===== config.mk =====
export PLATFORM = sky130hd
export DESIGN_NAME = fb_arbiter
export DESIGN_NICKNAME = d
export VERILOG_FILES = /design/src/rtl/vga_pkg.sv /design/src/rtl/sync_delay.sv /design/src/rtl/fb_arbiter.sv
export SDC_FILE = /design/constraint.sdc
export NUM_CORES = 1
export LEC_CHECK = 0
export ABC_AREA = 1
export BUFFER_PORTS_ARGS = -buffer_cell sky130_fd_sc_hd__buf_2
export CORE_MARGIN = 3
export CORE_UTILIZATION = 47
export CTS_CLUSTER_DIAMETER = 100
export CTS_CLUSTER_SIZE = 25
export DETAILED_ROUTE_END_ITERATION = 10
export MAX_ROUTING_LAYER = met4
export PLACE_DENSITY = 0.77
export SETUP_SLACK_MARGIN = 0.05
export SLEW_MARGIN = 20
export SYNTH_ARGS = -nofsm -noshare
export SYNTH_HDL_FRONTEND = slang
export SYNTH_SLANG_ARGS = --single-unit

===== constraint.sdc =====
create_clock -name clock -period 2 [get_ports clock]
set_clock_uncertainty 0.2 [all_clocks]
set_input_delay 0.1 -clock clock [delete_from_list [all_inputs] [get_ports clock]]
set_output_delay 0.1 -clock clock [all_outputs]
set_load 0.005 [all_outputs]

===== src/rtl/vga_pkg.sv =====
// Shared constants and types for the framebuffer arbiter slice.
//   FB_W/FB_H/FB_WORDS : framebuffer geometry in words
//   SCALE_LOG2         : screen-to-framebuffer downscale shift
//   ADDR_W/COLOR_W     : RAM address and 3:3:3 pixel widths
//   PIPE_LAT           : display path latency (address -> rgb)
package vga_pkg;

  localparam int unsigned FB_W       = 160;
  localparam int unsigned FB_H       = 120;
  localparam int unsigned FB_WORDS   = FB_W * FB_H;
  localparam int unsigned SCALE_LOG2 = 2;
  localparam int unsigned ADDR_W     = 15;
  localparam int unsigned COLOR_W    = 9;
  localparam int unsigned PIPE_LAT   = 3;

  typedef enum logic {
    S_IDLE,
    S_CLEAR
  } fb_state_t;

  // Control bits carried alongside the display fetch.
  typedef struct packed {
    logic hsync;
    logic vsync;
    logic video_enable;
    logic display_slot;
  } pix_ctl_t;

  // (y'*160 + x') built from shifts: y'*128 + y'*32 + x'.
  function automatic logic [ADDR_W-1:0] fb_addr(input logic [9:0] px,
                                                input logic [9:0] py);
    logic [ADDR_W-1:0] xs;
    logic [ADDR_W-1:0] ys;
    xs = ADDR_W'(px >> SCALE_LOG2);
    ys = ADDR_W'(py >> SCALE_LOG2);
    return (ys << 7) + (ys << 5) + xs;
  endfunction

endpackage


===== src/rtl/sync_delay.sv =====
// N-stage shift register with a per-bit reset value.
//   clock, reset : pixel clock, synchronous active-high reset
//   din          : W-bit value entering the delay line
//   dout         : din delayed by N clocks
module sync_delay #(
  parameter int unsigned     N       = 3,
  parameter int unsigned     W       = 4,
  parameter logic [W-1:0]    RST_VAL = '0
) (
  input  logic         clock,
  input  logic         reset,
  input  logic [W-1:0] din,
  output logic [W-1:0] dout
);

  logic [W-1:0] stage [N];

  always_ff @(posedge clock) begin
    if (reset) begin
      for (int unsigned i = 0; i < N; i++) stage[i] <= RST_VAL;
    end else begin
      stage[0] <= din;
      for (int unsigned i = 1; i < N; i++) stage[i] <= stage[i-1];
    end
  end

  assign dout = stage[N-1];

endmodule


===== src/rtl/fb_arbiter.sv =====
// Single-port framebuffer arbiter: VGA display fetch, CPU write port and a
// whole-buffer clear engine share one registered RAM port.
//   clock, reset                  : pixel clock, synchronous active-high reset
//   pixel_x/pixel_y/video_enable  : scan position from VGA_sync
//   hsync_in/vsync_in             : raw sync pulses from VGA_sync
//   wr_req/wr_addr/wr_data/wr_ack : CPU write handshake (req held until ack)
//   clear_req/clear_color         : start pulse and fill colour for a clear
//   clear_busy/clear_done         : clear status
//   mem_addr/mem_we/mem_wdata     : registered RAM port
//   mem_rdata                     : RAM read data (1-cycle latency)
//   rgb/hsync_out/vsync_out       : pixel colour and aligned sync pulses
module fb_arbiter
  import vga_pkg::*;
#(
  parameter logic SYNC_IDLE = 1'b1
) (
  input  logic               clock,
  input  logic               reset,
  input  logic [9:0]         pixel_x,
  input  logic [9:0]         pixel_y,
  input  logic               video_enable,
  input  logic               hsync_in,
  input  logic               vsync_in,
  input  logic               wr_req,
  input  logic [ADDR_W-1:0]  wr_addr,
  input  logic [COLOR_W-1:0] wr_data,
  output logic               wr_ack,
  input  logic               clear_req,
  input  logic [COLOR_W-1:0] clear_color,
  output logic               clear_busy,
  output logic               clear_done,
  output logic [ADDR_W-1:0]  mem_addr,
  output logic               mem_we,
  output logic [COLOR_W-1:0] mem_wdata,
  input  logic [COLOR_W-1:0] mem_rdata,
  output logic [COLOR_W-1:0] rgb,
  output logic               hsync_out,
  output logic               vsync_out
);

  localparam logic [ADDR_W-1:0] LAST_ADDR = ADDR_W'(FB_WORDS - 1);
  localparam logic [ADDR_W-1:0] WORDS     = ADDR_W'(FB_WORDS);

  fb_state_t            state;
  logic [ADDR_W-1:0]    clr_cnt;
  logic [COLOR_W-1:0]   clr_color;
  logic                 display_slot;
  logic [ADDR_W-1:0]    disp_addr;
  pix_ctl_t             ctl_in;
  pix_ctl_t             ctl_d;

  assign display_slot = video_enable && (pixel_x[1:0] == 2'd0);
  assign disp_addr    = fb_addr(pixel_x, pixel_y);

  // Port arbitration and clear engine.
  always_ff @(posedge clock) begin
    if (reset) begin
      state      <= S_IDLE;
      clr_cnt    <= '0;
      clr_color  <= '0;
      mem_addr   <= '0;
      mem_we     <= 1'b0;
      mem_wdata  <= '0;
      wr_ack     <= 1'b0;
      clear_busy <= 1'b0;
      clear_done <= 1'b0;
    end else begin
      mem_we     <= 1'b0;
      wr_ack     <= 1'b0;
      clear_done <= 1'b0;

      if (display_slot) mem_addr <= disp_addr;

      case (state)
        S_IDLE: begin
          // A clear is accepted on any cycle since clear_req is a one-cycle
          // pulse; a CPU write needs a free slot. The !wr_ack term stops the
          // still-held request from being issued twice.
          if (clear_req) begin
            clr_color  <= clear_color;
            clr_cnt    <= '0;
            clear_busy <= 1'b1;
            state      <= S_CLEAR;
          end else if (!display_slot && wr_req && !wr_ack) begin
            mem_addr  <= wr_addr;
            mem_wdata <= wr_data;
            mem_we    <= (wr_addr < WORDS);
            wr_ack    <= 1'b1;
          end
        end
        S_CLEAR: begin
          if (!display_slot) begin
            mem_addr  <= clr_cnt;
            mem_wdata <= clr_color;
            mem_we    <= 1'b1;
            if (clr_cnt == LAST_ADDR) begin
              clear_busy <= 1'b0;
              clear_done <= 1'b1;
              state      <= S_IDLE;
            end else begin
              clr_cnt <= clr_cnt + 1'b1;
            end
          end
        end
        default: state <= S_IDLE;
      endcase
    end
  end

  assign ctl_in = '{hsync: hsync_in, vsync: vsync_in,
                    video_enable: video_enable, display_slot: display_slot};

  // Two delay stages here plus the output registers below give the full
  // three-cycle alignment with rgb; rgb must be decided from the stage that
  // lines up with mem_rdata, one cycle before the outputs.
  sync_delay #(
    .N       (PIPE_LAT - 1),
    .W       (4),
    .RST_VAL ({SYNC_IDLE, SYNC_IDLE, 1'b0, 1'b0})
  ) u_sync_delay (
    .clock (clock),
    .reset (reset),
    .din   (ctl_in),
    .dout  (ctl_d)
  );

  always_ff @(posedge clock) begin
    if (reset) begin
      rgb       <= '0;
      hsync_out <= SYNC_IDLE;
      vsync_out <= SYNC_IDLE;
    end else begin
      hsync_out <= ctl_d.hsync;
      vsync_out <= ctl_d.vsync;
      if (!ctl_d.video_enable) rgb <= '0;
      else if (ctl_d.display_slot) rgb <= mem_rdata;
    end
  end

endmodule


* After elaboration in Yosys (flattened, before gate mapping)
Memory sizes are Yosys's and may differ from the RTL's. Cells that the tools add are included. W data, S select, Z words.
Storage, ports and cells: flip-flop bits (word level) 64, output and inout port bits 39, bits of input ports 69, memory bits (writable) 8, memories 1
Cells by class: reduce and logical (&&, ||, !) cells 13, bitwise logic cells 4, magnitude comparators 1, multiplexer cells 32, eq/ne operators 7, add/sub/neg operators 3
Memory list:
- u_sync_delay.stage | words 2, bits a word 4, read ports 2, clocked after Yosys merged registers in 0, write ports 2, line sync_delay.sv:16 | logic [W-1:0] stage [N];
Operator list (count):
- $mux W15 | 7
- $pmux W15 S2 | 2
- $mux W9 | 3
- $pmux W9 S2 | 1
- $add A15 B1 Y15 const B | 1
- $add A15 B13 Y15 | 1
- $add A15 B8 Y15 | 1
- $eq A15 B15 Y1 const B | 1
- $lt A15 B15 Y1 const B | 1
- $mux W1 | 14
- $ne A2 B2 Y1 const B | 5
- $reduce_and A3 Y1 | 3
- $mux W4 | 2
- $pmux W1 S2 | 3
- $reduce_or A3 Y1 | 2
- $logic_and A1 B1 Y1 | 3
- $logic_not A1 Y1 | 2
- $logic_not A2 Y1 | 1
- $ne A2 B1 Y1 const B | 1
- $not A1 Y1 | 2
- $or A1 B1 Y1 | 2
- $reduce_and A2 Y1 | 1
- $reduce_or A2 Y1 | 1

* Depth between registers and ports, before layout
word-level depth 8, mapped depth 13

* Modules after synthesis
Synthesis repeated with hierarchy kept, for this count alone.
Unflattened totals: cells, all modules 530, area, all modules 3663.5 um^2
By module, submodules not included:
- fb_arbiter | area an instance 3409.5 um^2, cells an instance 501, instances 1, sequential area each 1281.2 um^2
- sync_delay | area an instance 254.0 um^2, cells an instance 29, instances 1, sequential area each 160.2 um^2

* Worst setup path after synthesis
Ideal clock, no wire load.
path kind input-to-reg, start point input pixel_x[9], end point register mem_addr[14], setup time 0.071 ns, required time 1.729 ns, arrival 1.810 ns, path buffers 0, slack -0.081 ns, stages 13, cells stage by stage inv_1 > fa_1 > inv_1 > fa_1 > nand2_1 > nand2_1 > nand3_1 > nand2_1 > nand2_1 > nand3_1 > nand2_1 > nand2_1 > a21oi_1
On the way: word-level cells in the longest chain between the ends 5, elaborated cells on any way between the ends 6, classes of those cells 1 x add/sub; 5 x mux
RTL lines:
- from (decl) | line fb_arbiter.sv:19 | input logic [9:0] pixel_x,
- $add A15 B8 Y15 * | line vga_pkg.sv:36 | return (ys << 7) + (ys << 5) + xs;
- $mux W15 * | line fb_arbiter.sv:72 | if (display_slot) mem_addr <= disp_addr;
- $mux W15 | line fb_arbiter.sv:84 | end else if (!display_slot && wr_req && !wr_ack) begin
- $mux W15 | line fb_arbiter.sv:79 | if (clear_req) begin
- $pmux W15 S2 * | line fb_arbiter.sv:74 | case (state)
- to (signal assigned) | line fb_arbiter.sv:72
- to (signal assigned) | line fb_arbiter.sv:85 | mem_addr <= wr_addr;
- to (signal assigned) | line fb_arbiter.sv:93 | mem_addr <= clr_cnt;
- to (decl) | line fb_arbiter.sv:32 | output logic [ADDR_W-1:0] mem_addr,
Mark *: on every way between the ends. The rest lies on a longest branch, timed or not. A chain may end at the register's enable or synchronous reset.

* Worst setup path after layout
start point input video_enable, end point register mem_wdata[3]
On the way: word-level cells in the longest chain between the ends 6, elaborated cells on any way between the ends 7, classes of those cells 2 x eq/ne; 5 x reduce/logical
RTL lines:
- from (decl) | line fb_arbiter.sv:21 | input logic video_enable,
- $logic_and A1 B1 Y1 * | line fb_arbiter.sv:52 | assign display_slot = video_enable && (pixel_x[1:0] == 2'd0);
- $logic_not A1 Y1
- $logic_and A1 B1 Y1 (2 in a row) | line fb_arbiter.sv:84
- $ne A2 B2 Y1 (no source line)
- $reduce_and A3 Y1 (no source line) *
- to (signal assigned) | line fb_arbiter.sv:86 | mem_wdata <= wr_data;
- to (signal assigned) | line fb_arbiter.sv:94 | mem_wdata <= clr_color;
- to (decl) | line fb_arbiter.sv:34 | output logic [COLOR_W-1:0] mem_wdata,
Marked as above.

==> qor.csv <==
metric,value,unit
critPathKind,input pin to register,
critPathSlowestCell,dlygate4sd3_1,
drcViolationCount,0,
grt_start_max_net_pins,30,
finalNetCount,773,
synthCells,516,
peakVddDrop,455.9,uV
wl_met2,5061,um
wl_met3,603,um
multi_input_area,1911,sq um
cp_max_fo,19,
ios,108,
insertion_delay,0.36,ns
grt_pass1_vias,3897,
hold_path.class,input pin to register,
setup_tns,0,ns
synth_most_common_cell,nand2_1,
drt-initial-drc-count,253,
antenna_cells,0,
num_vias,4035,
portBuffers,105,
final_core_util,0.6900,
finalNonFillerCells,790,
syn_nets,603,
layout_setup_ws,0.1175,ns
track_usage,0.2462,
place_ws,-0.1768,ns
die_width,93.79,um
async_reset_ff_frac,0,
drv_slew,0,
endpoint_kind,register,
first_pass_iters,5,
place.gp.congestion,0.8768,
cp_data_arrival_time,1.93,ns
cts_sinks,72,
cts_tree,yes,
fp-row-count,31,
coreArea,7370,sq um
grt_pass1_wl,16840,um
vias_per_cell,5.108,
top_layer,met4,
chipHeight,93.79,um
clkTransAtPathRegs,0.09,ns
cp-start-kind,input pin,
maxCapViolCount,0,
htreeDepth,3,
dp_hpwl,7098,um
ys.flop_type,dfxtp_1,
synth_edf_count,0,
yosysTopAreaCell,dfxtp_1,
grt_overflow,0,
worst-path-buf-inv,4,
drive_gt1_frac,0.2475,
cp_top_family,buffers and inverters,
dp_cells,717,
finalHoldViolCount,0,
ys_warn_count,0,
p_leak,2.428,nW
synth_common_cells,"nand2_1 (156), dfxtp_1 (72), inv_1 (54)",
cts_buffers,9,
finalCritPeriodShare,0.9413,
antenna_left,0,
max_stage_delay,0.54,ns
die-area,8797,sq um
ys_top_cells_by_area,"dfxtp_1 (40%), nand2_1 (16%), inv_1 (5.6%)",
synth.avg_cell_area,7.020,sq um
seq_area,1443,sq um
wire_per_inst,13.03,um
synthesis.area,3622,sq um
wl,10300,um
rsz0062_at_grt,yes,
seq_area_frac_synth,0.3979,
antenna_found_initial,0,
synth_cell_types,33,
wl_met1,4245,um
max_freq,531.2,MHz
fill_cells,584,
crit_path_cell_trace,dlygate4sd3_1 > buf_2 > inv_1 > nor3_4 > nor2_4 > inv_4 > nand2_4 > o21ai_0 > a31oi_1,
yosysTopAreaCellShare,0.3979,
synthToLayoutAreaGrowth,40.38,%
initial_core_util,0.4915,
cellPowerDensity,643.5,nW/um^2
ys_ff_latch,72,
outcome,finished clean,
slew_headroom,0.6319,
cts_root_buf,clkbuf_8,
finalCriticalPeriod,1.883,ns
setup_viol,0,
required,2.04,ns
cts_buffer_depth,2,
worst_pin_slew,0.5502,ns
## path summary, 6_finish.rpt
check	depth (start not counted)	slack, ns	to	start
max	9	0.12	mem_wdata[3]	video_enable
max reg2reg	5	0.16	clr_cnt[5]	state
min	5	0.04	wr_ack	wr_req
min reg2reg	2	0.21	u_sync_delay.stage[0][5]	u_sync_delay.stage[0][1]
## logic make-up (layout without fill, tap and decap cells)
| group | after synthesis | count (layout) | share of synthesized area |
|---|---|---|---|
| flip-flops | 72 | 72 | 0.3979 |
| adder cells (fa/ha/maj) | 18 | 18 | 0.06632 |
| buffers and inverters | 76 | 251 | 0.08393 |
| AND/OR/NAND/NOR | 272 | 272 | 0.3264 |
| AO/OA/AOI/OAI | 78 | 78 | 0.1254 |
## cells in the final DEF (no fill, tap or decap), types with 3 or more instances in the layout
cell	instances
a31oi_1	9
buf_2	105
inv_2	3
dfxtp_1	71
nand2_2	6
a21oi_1	32
ha_1	16
nand2_1	152
nand3_1	27
clkbuf_8	9
or2_2	9
o2111ai_1	6
nor2_1	48
a21oi_2	4
nand4_1	11
o21ai_0	21
inv_1	54
clkinvlp_4	3
nor3_1	8
dlygate4sd3_1	56
buf_4	14
inv_6	3
## report_power, final
group / internal (mW) / switching [mW] / total (mW) / leakage [nW]
Clock: 0.471 / 0.619 / 1.09 / 0.0848
Sequential: 1.50 / 0.0355 / 1.54 / 0.589
Combinational: 0.302 / 0.345 / 0.646 / 1.75
Total: 2.27 / 0.999 / 3.27 / 2.43
## worst register-to-register path: cells and delay by family (launching register included)
kind / cells / cell delay (ns)
and+or+nand+nor: 3 / 0.77
buffers and inverters: 2 / 0.42
DFF: 1 / 0.39
## sequential cells by signal (all words and copies together) (netlist names)
| register | cells |
|---|---|
| clr_cnt | 15 |
| wr_ack | 1 |
| clear_done | 1 |
| clear_busy | 1 |
| state | 1 |
| vsync_out | 1 |
| hsync_out | 1 |
| mem_wdata | 9 |
| clr_color | 9 |
| mem_we | 1 |
| u_sync_delay.stage | 8 |
| rgb | 9 |
| mem_addr | 15 |
## per-layer routing
metal | up-vias | global-route usage
li1 | 2019 | -
met1 | 1818 | 0.2828
met2 | 160 | 0.4145
met3 | 38 | 0.04888
met4 | 0 | 0.1119
met5 | - | -
## layout make-up
type	instances	area share
multi-input cells	368	0.3757
flip-flops and latches	72	0.2837
repair buffers	175	0.2343
inverters	60	0.04577
clock buffers	9	0.02436
well taps	99	0.02436
clock inverters	7	0.01181
## stage by stage
| stage | cell area (sq um) | power (mW) | hold WS [ns] |
|---|---|---|---|
| 2_1_floorplan | 3630 | 1.894 | 0.003811 |
| 4_1_cts | 5047 | 3.280 | 0.05650 |
| 3_5_place_dp | 4303 | 2.104 | 0.09085 |
| 6_report | 5085 | 3.272 | 0.03572 |
| 5_1_grt | 5085 | 3.442 | 0.05823 |
| 3_3_place_gp | 4303 | 2.087 | 0.08942 |
## repair_timing
action	4_1_cts	5_1_grt
buffers inserted	0	1
resized for setup	0	10
hold buffers	56	0
setup endpoints to repair	0	30
endpoints found under the hold margin	51	0
No activity file was read; power rests on OpenSTA's default activity.
